===== config.mk =====
export PLATFORM = sky130hd
export DESIGN_NAME = nec_ir_decoder_flat
export DESIGN_NICKNAME = d
export VERILOG_FILES = /design/src/rtl/nec_ir_decoder_pkg.sv /design/src/rtl/nec_ir_decoder_if.sv /design/src/rtl/nec_ir_decoder_tick_gen.sv /design/src/rtl/nec_ir_decoder.sv /design/src/flat_wrapper.sv
export SDC_FILE = /design/constraint.sdc
export NUM_CORES = 1
export LEC_CHECK = 0
export CAP_MARGIN = 20
export CORE_UTILIZATION = 60
export CTS_BUF_LIST = sky130_fd_sc_hd__clkbuf_4
export CTS_CLUSTER_DIAMETER = 100
export DETAILED_ROUTE_END_ITERATION = 10
export PLACE_DENSITY = 0.86
export SETUP_SLACK_MARGIN = 0.15
export SLEW_MARGIN = 30
export SYNTH_ARGS = -nofsm -noshare
export SYNTH_HDL_FRONTEND = slang
export SYNTH_SLANG_ARGS = --single-unit
export TNS_END_PERCENT = 1

===== constraint.sdc =====
create_clock -name clkIN -period 5.7 [get_ports clkIN]
set_input_delay 0.855 -clock clkIN [delete_from_list [all_inputs] [get_ports clkIN]]
set_output_delay 0.855 -clock clkIN [all_outputs]
set_load 0.02 [all_outputs]

===== src/rtl/nec_ir_decoder_pkg.sv =====
// Shared definitions for the NEC IR receiver: FSM states, nominal phase
// lengths in ticks (one tick = T/8 = 70.3125 us) and window/divider helpers.
package nec_ir_pkg;

    typedef enum logic [2:0] {
        IDLE,
        LEAD_MARK,
        LEAD_SPACE,
        BIT_MARK,
        BIT_SPACE,
        CHECK,
        RPT_MARK
    } necState_t;

    localparam int NOM_LEAD_MARK  = 128;
    localparam int NOM_LEAD_SPACE = 64;
    localparam int NOM_RPT_SPACE  = 32;
    localparam int NOM_BIT_MARK   = 8;
    localparam int NOM_ZERO_SPACE = 8;
    localparam int NOM_ONE_SPACE  = 24;

    // Lower edge of the acceptance window around a nominal duration.
    function automatic int winLo(input int nom, input int tolPct);
        return nom * (100 - tolPct) / 100;
    endfunction

    // Upper edge of the acceptance window around a nominal duration.
    function automatic int winHi(input int nom, input int tolPct);
        return nom * (100 + tolPct) / 100;
    endfunction

    // Clocks per tick: CLOCK_HZ * 70.3125 us = CLOCK_HZ * 9 / 128000.
    function automatic int tickDiv(input int clockHz);
        return int'(longint'(clockHz) * 64'sd9 / 64'sd128000);
    endfunction

endpackage


===== src/rtl/nec_ir_decoder_if.sv =====
// Result bus of the NEC decoder toward the command path.
interface nec_ir_decoder_if;
    logic        validOUT;
    logic        repeatOUT;
    logic [15:0] addrOUT;
    logic [7:0]  cmdOUT;
    logic        errorOUT;

    modport master (
        output validOUT,
        output repeatOUT,
        output addrOUT,
        output cmdOUT,
        output errorOUT
    );

    modport slave (
        input validOUT,
        input repeatOUT,
        input addrOUT,
        input cmdOUT,
        input errorOUT
    );
endinterface


===== src/rtl/nec_ir_decoder_tick_gen.sv =====
// Restartable tick divider: one-cycle tick every TICK_DIV clocks, phase
// realigned to zero whenever restart is high (restart suppresses the tick).
module nec_tick_gen #(
    parameter int TICK_DIV = 703125
) (
    input  logic clkIN,
    input  logic resetIN,
    input  logic restart,
    output logic tick
);
    localparam int CNT_W = (TICK_DIV > 1) ? $clog2(TICK_DIV) : 1;
    localparam logic [CNT_W-1:0] LAST = CNT_W'(TICK_DIV - 1);

    logic [CNT_W-1:0] divCnt;

    // Divider counter, wraps at TICK_DIV and restarts on every line edge.
    always_ff @(posedge clkIN) begin
        if (resetIN || restart) begin
            divCnt <= '0;
        end else if (divCnt == LAST) begin
            divCnt <= '0;
        end else begin
            divCnt <= divCnt + 1'b1;
        end
    end

    assign tick = (divCnt == LAST) && !restart;

endmodule


===== src/rtl/nec_ir_decoder.sv =====
// NEC IR decoder: measures mark/space durations in ticks, decodes full
// frames and repeat codes, and reports them on the result bus.
// Build option: define NEC_EXTENDED_ADDR_EN for 16-bit addresses
// ({A1, A0}, no A1 == ~A0 check); otherwise addrOUT = {8'h00, A0}.
module nec_ir_decoder
    import nec_ir_pkg::*;
#(
    parameter int CLOCK_HZ      = 50_000_000,
    parameter int TOL_PCT       = 25,
    parameter int RX_ACTIVE_LOW = 1,
    parameter int SYNC_STAGES   = 2,
    parameter int DISARM_TICKS  = 1707
) (
    input  logic             clkIN,
    input  logic             resetIN,
    input  logic             rxIN,
    nec_ir_decoder_if.master resultBus
);
    localparam int TICK_DIV = tickDiv(CLOCK_HZ);

    localparam logic [7:0] LM_LO = 8'(winLo(NOM_LEAD_MARK, TOL_PCT));
    localparam logic [7:0] LM_HI = 8'(winHi(NOM_LEAD_MARK, TOL_PCT));
    localparam logic [7:0] LS_LO = 8'(winLo(NOM_LEAD_SPACE, TOL_PCT));
    localparam logic [7:0] LS_HI = 8'(winHi(NOM_LEAD_SPACE, TOL_PCT));
    localparam logic [7:0] RS_LO = 8'(winLo(NOM_RPT_SPACE, TOL_PCT));
    localparam logic [7:0] RS_HI = 8'(winHi(NOM_RPT_SPACE, TOL_PCT));
    localparam logic [7:0] BM_LO = 8'(winLo(NOM_BIT_MARK, TOL_PCT));
    localparam logic [7:0] BM_HI = 8'(winHi(NOM_BIT_MARK, TOL_PCT));
    localparam logic [7:0] ZS_LO = 8'(winLo(NOM_ZERO_SPACE, TOL_PCT));
    localparam logic [7:0] ZS_HI = 8'(winHi(NOM_ZERO_SPACE, TOL_PCT));
    localparam logic [7:0] OS_LO = 8'(winLo(NOM_ONE_SPACE, TOL_PCT));
    localparam logic [7:0] OS_HI = 8'(winHi(NOM_ONE_SPACE, TOL_PCT));

    // Leader space and bit space accept two windows; time out past the wider.
    localparam logic [7:0] LS_TIMEOUT = (LS_HI > RS_HI) ? LS_HI : RS_HI;
    localparam logic [7:0] BS_TIMEOUT = (OS_HI > ZS_HI) ? OS_HI : ZS_HI;

    localparam logic [10:0] DISARM_LIM = 11'(DISARM_TICKS);
    localparam logic        IDLE_LEVEL = (RX_ACTIVE_LOW != 0);

    logic [SYNC_STAGES-1:0] syncReg;
    logic                   markNow;
    logic                   markPrev;
    logic                   edgeSeen;
    logic                   markStart;
    logic                   markEnd;
    logic                   tick;
    logic [7:0]             dur;
    logic [10:0]            idleCnt;
    logic                   armed;
    necState_t              state;
    necState_t              stateNext;
    logic [5:0]             bitCnt;
    logic [31:0]            shiftReg;
    logic                   clrBits;
    logic                   shiftEn;
    logic                   shiftBit;
    logic                   doValid;
    logic                   doRepeat;
    logic                   doError;
    logic                   cmdOk;
    logic                   addrOk;
    logic [15:0]            frameAddr;
    logic                   validReg;
    logic                   repeatReg;
    logic                   errorReg;
    logic [15:0]            addrReg;
    logic [7:0]             cmdReg;

    function automatic logic inWin(input logic [7:0] d, input logic [7:0] lo,
                                   input logic [7:0] hi);
        return (d >= lo) && (d <= hi);
    endfunction

    // Synchroniser, cleared to the idle line level so reset creates no edge.
    always_ff @(posedge clkIN) begin
        if (resetIN) begin
            syncReg  <= {SYNC_STAGES{IDLE_LEVEL}};
            markPrev <= 1'b0;
        end else begin
            syncReg  <= {syncReg[SYNC_STAGES-2:0], rxIN};
            markPrev <= markNow;
        end
    end

    assign markNow   = syncReg[SYNC_STAGES-1] ^ IDLE_LEVEL;
    assign edgeSeen  = markNow ^ markPrev;
    assign markStart = edgeSeen & markNow;
    assign markEnd   = edgeSeen & ~markNow;

    nec_tick_gen #(
        .TICK_DIV (TICK_DIV)
    ) tickGen (
        .clkIN   (clkIN),
        .resetIN (resetIN),
        .restart (edgeSeen),
        .tick    (tick)
    );

    // Phase duration and idle counters; an edge clears both and beats a tick.
    always_ff @(posedge clkIN) begin
        if (resetIN || edgeSeen) begin
            dur     <= '0;
            idleCnt <= '0;
        end else if (tick) begin
            if (dur != 8'hFF) begin
                dur <= dur + 8'd1;
            end
            if (idleCnt != DISARM_LIM) begin
                idleCnt <= idleCnt + 11'd1;
            end
        end
    end

    // Repeat acceptance: armed by a good frame, dropped by errors or long idle.
    always_ff @(posedge clkIN) begin
        if (resetIN || doError || idleCnt == DISARM_LIM) begin
            armed <= 1'b0;
        end else if (doValid && !doRepeat) begin
            armed <= 1'b1;
        end
    end

    assign cmdOk = (shiftReg[31:24] == ~shiftReg[23:16]);
`ifdef NEC_EXTENDED_ADDR_EN
    assign addrOk    = 1'b1;
    assign frameAddr = shiftReg[15:0];
`else
    assign addrOk    = (shiftReg[15:8] == ~shiftReg[7:0]);
    assign frameAddr = {8'h00, shiftReg[7:0]};
`endif

    // FSM state register.
    always_ff @(posedge clkIN) begin
        if (resetIN) begin
            state <= IDLE;
        end else begin
            state <= stateNext;
        end
    end

    // FSM next state and per-cycle actions; timeouts take priority over edges.
    always_comb begin
        stateNext = state;
        clrBits   = 1'b0;
        shiftEn   = 1'b0;
        shiftBit  = 1'b0;
        doValid   = 1'b0;
        doRepeat  = 1'b0;
        doError   = 1'b0;
        unique case (state)
            IDLE: begin
                if (markStart) stateNext = LEAD_MARK;
            end
            LEAD_MARK: begin
                if (dur > LM_HI) doError = 1'b1;
                else if (markEnd) stateNext = inWin(dur, LM_LO, LM_HI) ? LEAD_SPACE : IDLE;
            end
            LEAD_SPACE: begin
                if (dur > LS_TIMEOUT) begin
                    doError = 1'b1;
                end else if (markStart) begin
                    if (inWin(dur, LS_LO, LS_HI)) begin
                        stateNext = BIT_MARK;
                        clrBits   = 1'b1;
                    end else if (inWin(dur, RS_LO, RS_HI)) begin
                        stateNext = RPT_MARK;
                    end else begin
                        doError = 1'b1;
                    end
                end
            end
            BIT_MARK: begin
                if (dur > BM_HI) doError = 1'b1;
                else if (markEnd) begin
                    if (inWin(dur, BM_LO, BM_HI)) stateNext = BIT_SPACE;
                    else doError = 1'b1;
                end
            end
            BIT_SPACE: begin
                if (dur > BS_TIMEOUT) begin
                    doError = 1'b1;
                end else if (markStart) begin
                    if (inWin(dur, ZS_LO, ZS_HI)) begin
                        shiftEn = 1'b1;
                    end else if (inWin(dur, OS_LO, OS_HI)) begin
                        shiftEn  = 1'b1;
                        shiftBit = 1'b1;
                    end else begin
                        doError = 1'b1;
                    end
                    if (shiftEn) stateNext = (bitCnt == 6'd31) ? CHECK : BIT_MARK;
                end
            end
            CHECK: begin
                stateNext = IDLE;
                if (cmdOk && addrOk) doValid = 1'b1;
                else doError = 1'b1;
            end
            RPT_MARK: begin
                if (dur > BM_HI) begin
                    doError = 1'b1;
                end else if (markEnd) begin
                    if (inWin(dur, BM_LO, BM_HI) && armed) begin
                        doValid   = 1'b1;
                        doRepeat  = 1'b1;
                        stateNext = IDLE;
                    end else begin
                        doError = 1'b1;
                    end
                end
            end
            default: stateNext = IDLE;
        endcase
        if (doError) stateNext = IDLE;
    end

    // Bit counter and LSB-first shift register (new bit enters at bit 31).
    always_ff @(posedge clkIN) begin
        if (resetIN) begin
            bitCnt   <= '0;
            shiftReg <= '0;
        end else if (clrBits) begin
            bitCnt <= '0;
        end else if (shiftEn) begin
            bitCnt   <= bitCnt + 6'd1;
            shiftReg <= {shiftBit, shiftReg[31:1]};
        end
    end

    // Registered result strobes; address/command change only on a new frame.
    always_ff @(posedge clkIN) begin
        if (resetIN) begin
            validReg  <= 1'b0;
            repeatReg <= 1'b0;
            errorReg  <= 1'b0;
            addrReg   <= '0;
            cmdReg    <= '0;
        end else begin
            validReg  <= doValid;
            repeatReg <= doValid & doRepeat;
            errorReg  <= doError;
            if (doValid && !doRepeat) begin
                addrReg <= frameAddr;
                cmdReg  <= shiftReg[23:16];
            end
        end
    end

    assign resultBus.validOUT  = validReg;
    assign resultBus.repeatOUT = repeatReg;
    assign resultBus.errorOUT  = errorReg;
    assign resultBus.addrOUT   = addrReg;
    assign resultBus.cmdOUT    = cmdReg;

endmodule

===== src/flat_wrapper.sv =====
// flat-port wrapper written by rule: the top's interface ports become plain ports
module nec_ir_decoder_flat import nec_ir_pkg::*;
#(
    parameter int CLOCK_HZ      = 50_000_000,
    parameter int TOL_PCT       = 25,
    parameter int RX_ACTIVE_LOW = 1,
    parameter int SYNC_STAGES   = 2,
    parameter int DISARM_TICKS  = 1707
)
  (clkIN, resetIN, rxIN, resultBus_validOUT, resultBus_repeatOUT, resultBus_addrOUT, resultBus_cmdOUT, resultBus_errorOUT);
  nec_ir_decoder_if resultBus_i ();
  input  logic clkIN;
  input  logic resetIN;
  input  logic rxIN;
  output wire logic [$bits(resultBus_i.validOUT)-1:0] resultBus_validOUT;
  output wire logic [$bits(resultBus_i.repeatOUT)-1:0] resultBus_repeatOUT;
  output wire logic [$bits(resultBus_i.addrOUT)-1:0] resultBus_addrOUT;
  output wire logic [$bits(resultBus_i.cmdOUT)-1:0] resultBus_cmdOUT;
  output wire logic [$bits(resultBus_i.errorOUT)-1:0] resultBus_errorOUT;
  assign resultBus_validOUT = resultBus_i.validOUT;
  assign resultBus_repeatOUT = resultBus_i.repeatOUT;
  assign resultBus_addrOUT = resultBus_i.addrOUT;
  assign resultBus_cmdOUT = resultBus_i.cmdOUT;
  assign resultBus_errorOUT = resultBus_i.errorOUT;
  nec_ir_decoder #(.CLOCK_HZ(CLOCK_HZ), .TOL_PCT(TOL_PCT), .RX_ACTIVE_LOW(RX_ACTIVE_LOW), .SYNC_STAGES(SYNC_STAGES), .DISARM_TICKS(DISARM_TICKS)) u_core (.clkIN(clkIN), .resetIN(resetIN), .rxIN(rxIN), .resultBus(resultBus_i));
endmodule

==> run summary <==
status: complete, no violations
arrival time worst endpoint: 3.08 ns
vias per cell: 5.68
worst skew pair latency: 0.44 ns
layer with the highest usage: met2
vias in the first global route: 3,235
Max-cap violations: 0
CTS Buffer Depth: 2
R2R Setup Slk: 2.95 ns
Seq/Total Area, Yosys: 41.6%
Least-Margin Pin Slew: 0.729 ns
post-route ant nets: 0
Clk pwr share: 30.3%
post-synthesis average cell area: 8.98 sq um
Slew Limit Fails: 0
Final Critical Period: 2.75 ns
H-tree depth: 3
Residual DRC: 0
Setup Buffers After CTS: 0
1st-iter DRT viols: 137
final setup vio count: 0
sinks on the clock net: 95
CP Launch Type: flip-flop
Synth area leader: dfxtp_1
Worst-path clk slew: 0.15 ns
library cells used by synthesis: 60
commonest non-fill, non-tap cell in the layout: nor2_1
pwr dens: 244 nW/um^2
PortBufs: 21
min-delay worst type: reg -> reg
Final WS setup: 2.95 ns
Slew Limit Headroom: 50.6%
die area: 7970 sq um
largest net degree at the start of global routing: 54
met1 Resource Use GR: 30.5%
highest-count cells in the layout ignoring fill and taps: 104 x nor2_1, 95 x dfxtp_1, 50 x mux2i_1, 32 x xnor2_1, 20 x clkdlybuf4s50_1
antenna violations before repair: 0
Tot GR Track Use: 24.0%
global route overflow: 0
global-route wire length before repair: 14,800 um
ys async rst share: 0%
hpwl dp: 6120 um
FMAX: 363 MHz
most area-consuming cells after synthesis: dfxtp_1 42%, mux2i_1 11%, nor2_1 8.5%
hold path depth: 1
wire per inst: 14.1 um
power share of the combinational group: 10.6%
Total Power: 0.00119 W
CP Class: reg -> reg
total CTS buffers: 9
period utilization: 48.3%
Worst R2R Start: u_core.dur[5]$_SDFFE_PP0P_
unrepaired setup endpoints after global routing: false
worst slack, placed: 2.75 ns
Placer Congestion: 0.922
Ports: 30
RR Endpoint: u_core.shiftReg[28]$_SDFFE_PP0P_
grt met2 use: 41.0%
Detailed Routing Iterations Pass 1: 7
Seq cells post-synth: 95
Max Clock Skew: 0.0148 ns
Post-Route WL: 8720 um
CTS tree: done
total negative slack: 0 ns
worst path required time: 6.03 ns
root buf cell: clkbuf_4
synth warn: 0
area share of the largest cell type after synthesis: 41.6%
Initial Utilization: 62.7%
r2r worst-path depth: 7
CTS resizes: 0
sequential share of power: 59.1%
maximum vdd drop: 173 uV
Die Y: 89.3 um
P&R area growth vs syn: 7.09%
core area: 7290 sq um
n_diodes: 0
# fillers: 603
CP endpoint kind: flip-flop
endpoints failing hold: 0
layout cell share with drive strength beyond 1: 7.10%
via count: 3,521
hold_sp: u_core.syncReg[0]$_SDFF_PP1_
leakage power: 1.64 nW
CP max FO: 23
Post-Syn Area: 4570 sq um
fin nets: 527
synthesized instance count: 509
P_sw: 0.000332 W
Top FF cell, synth: dfxtp_1
Post-CTS Hold Buffers: 0
Pint: 0.000861 W
Sw Share: 27.8%
hold path endpoint: u_core.syncReg[1]$_SDFF_PP1_
M3 GR Usage: 3.79%
number of synthesized flops with an enable pin: 0
row count: 31
die width: 89.3 um
[sequential cells by signal (all words and copies together), names as in the netlist]
name and count:
u_core.armed 1, u_core.bitCnt 6, u_core.dur 8, u_core.idleCnt 11, u_core.markPrev 1, u_core.resultBus.addrOUT 8, u_core.resultBus.cmdOUT 8, u_core.resultBus.errorOUT 1
u_core.resultBus.repeatOUT 1, u_core.resultBus.validOUT 1, u_core.shiftReg 32, u_core.state 3, u_core.syncReg 2, u_core.tickGen.divCnt 12
[layout make-up]
type / count / area [sq um] / area share [%]
inverters: 12 / 45.0 / 0.920
well taps: 99 / 124 / 2.53
flip-flops and latches: 95 / 1900 / 38.8
repair buffers: 23 / 233 / 4.75
clock buffers: 9 / 67.6 / 1.38
multi-input cells: 375 / 2450 / 50.1
clock inverters: 7 / 70.1 / 1.43
[cell usage after synthesis, drive strengths merged, types with 3 or more instances]
cell type  count
nor2         105
dfxtp         95
mux2i         50
xnor2         32
clkbuf        18
nand2         18
nand3         17
buf           16
xor2          16
inv           12
nor4          12
a21oi         11
nand4          9
ha             8
or2            8
nor3           7
a211oi         6
and3           6
o21ai          6
nand2b         4
o211ai         4
o21a           4
and2           3
nor3b          3
o2111ai        3
or3            3
[metrics by stage]
stage	area [sq um]	utilization [%]	hold slack, ns	instances
4_1_cts	4880	66.9	0.429	619
6_report	4900	67.1	0.428	620
3_5_place_dp	4740	65.0	0.396	603
2_1_floorplan	4600	-	0.389	516
3_3_place_gp	4730	64.9	0.400	603
5_1_grt	4900	67.1	0.472	620
[worst max path at each step]
| stage | from | endpoint | slack [ns] | cells past startpoint |
|---|---|---|---|---|
| 6_report | u_core.dur[5]$_SDFFE_PP0P_ | u_core.shiftReg[28]$_SDFFE_PP0P_ | 2.95 | 7 |
| 3_3_place_gp | u_core.dur[5]$_SDFFE_PP0P_ | u_core.shiftReg[20]$_SDFFE_PP0P_ | 2.84 | 6 |
| 2_1_floorplan | u_core.dur[5]$_SDFFE_PP0P_ | u_core.bitCnt[1]$_SDFFE_PP0P_ | 3.58 | 8 |
| 4_1_cts | u_core.dur[5]$_SDFFE_PP0P_ | u_core.shiftReg[1]$_SDFFE_PP0P_ | 2.74 | 6 |
| 3_5_place_dp | u_core.dur[5]$_SDFFE_PP0P_ | u_core.shiftReg[12]$_SDFFE_PP0P_ | 2.75 | 6 |
| 5_1_grt | u_core.dur[5]$_SDFFE_PP0P_ | u_core.shiftReg[28]$_SDFFE_PP0P_ | 2.80 | 7 |
[power groups by stage]
stage | clock network, W | logic (W) | registers, W
after floorplan | 0 | 0.000121 | 0.000697
after global placement | 0 | 0.000120 | 0.000717
after detailed placement | 0 | 0.000123 | 0.000717
after CTS | 0.000372 | 0.000124 | 0.000704
after global routing | 0.000396 | 0.000138 | 0.000708
final | 0.000362 | 0.000126 | 0.000705
[per-layer routing]
metal	part of all wire [%]	vias to the layer above
met5	0	-
met4	1.3	0
met3	3.7	14
met2	49	82
met1	46	1672
li1	-	1753
[worst max-delay path, stage by stage (launching register included)]
cell and delay (ns):
dfxtp_1 0.47, or3_4 0.45, a311o_1 0.39, nor2_1 0.34
o21a_2 0.44, buf_12 0.25, mux2i_1 0.23, nor2_1 0.06
[cell families (layout without fill, tap and decap cells)]
group                      count (synthesis)  after routing  share of synthesized area (%)
DFF                                       95             95                           41.6
xor gates and xnor gates                  48             48                           9.20
adders and majority gates                  8              8                           2.19
other                                      1              8                         0.0820
AOI/OAI and AO/OA                         49             49                           7.77
muxes                                     51             51                           11.2
buffers and inverters                     46             51                           5.42
and+or+nand+nor                          211            211                           22.6
Power figures use the tool's default switching activity.
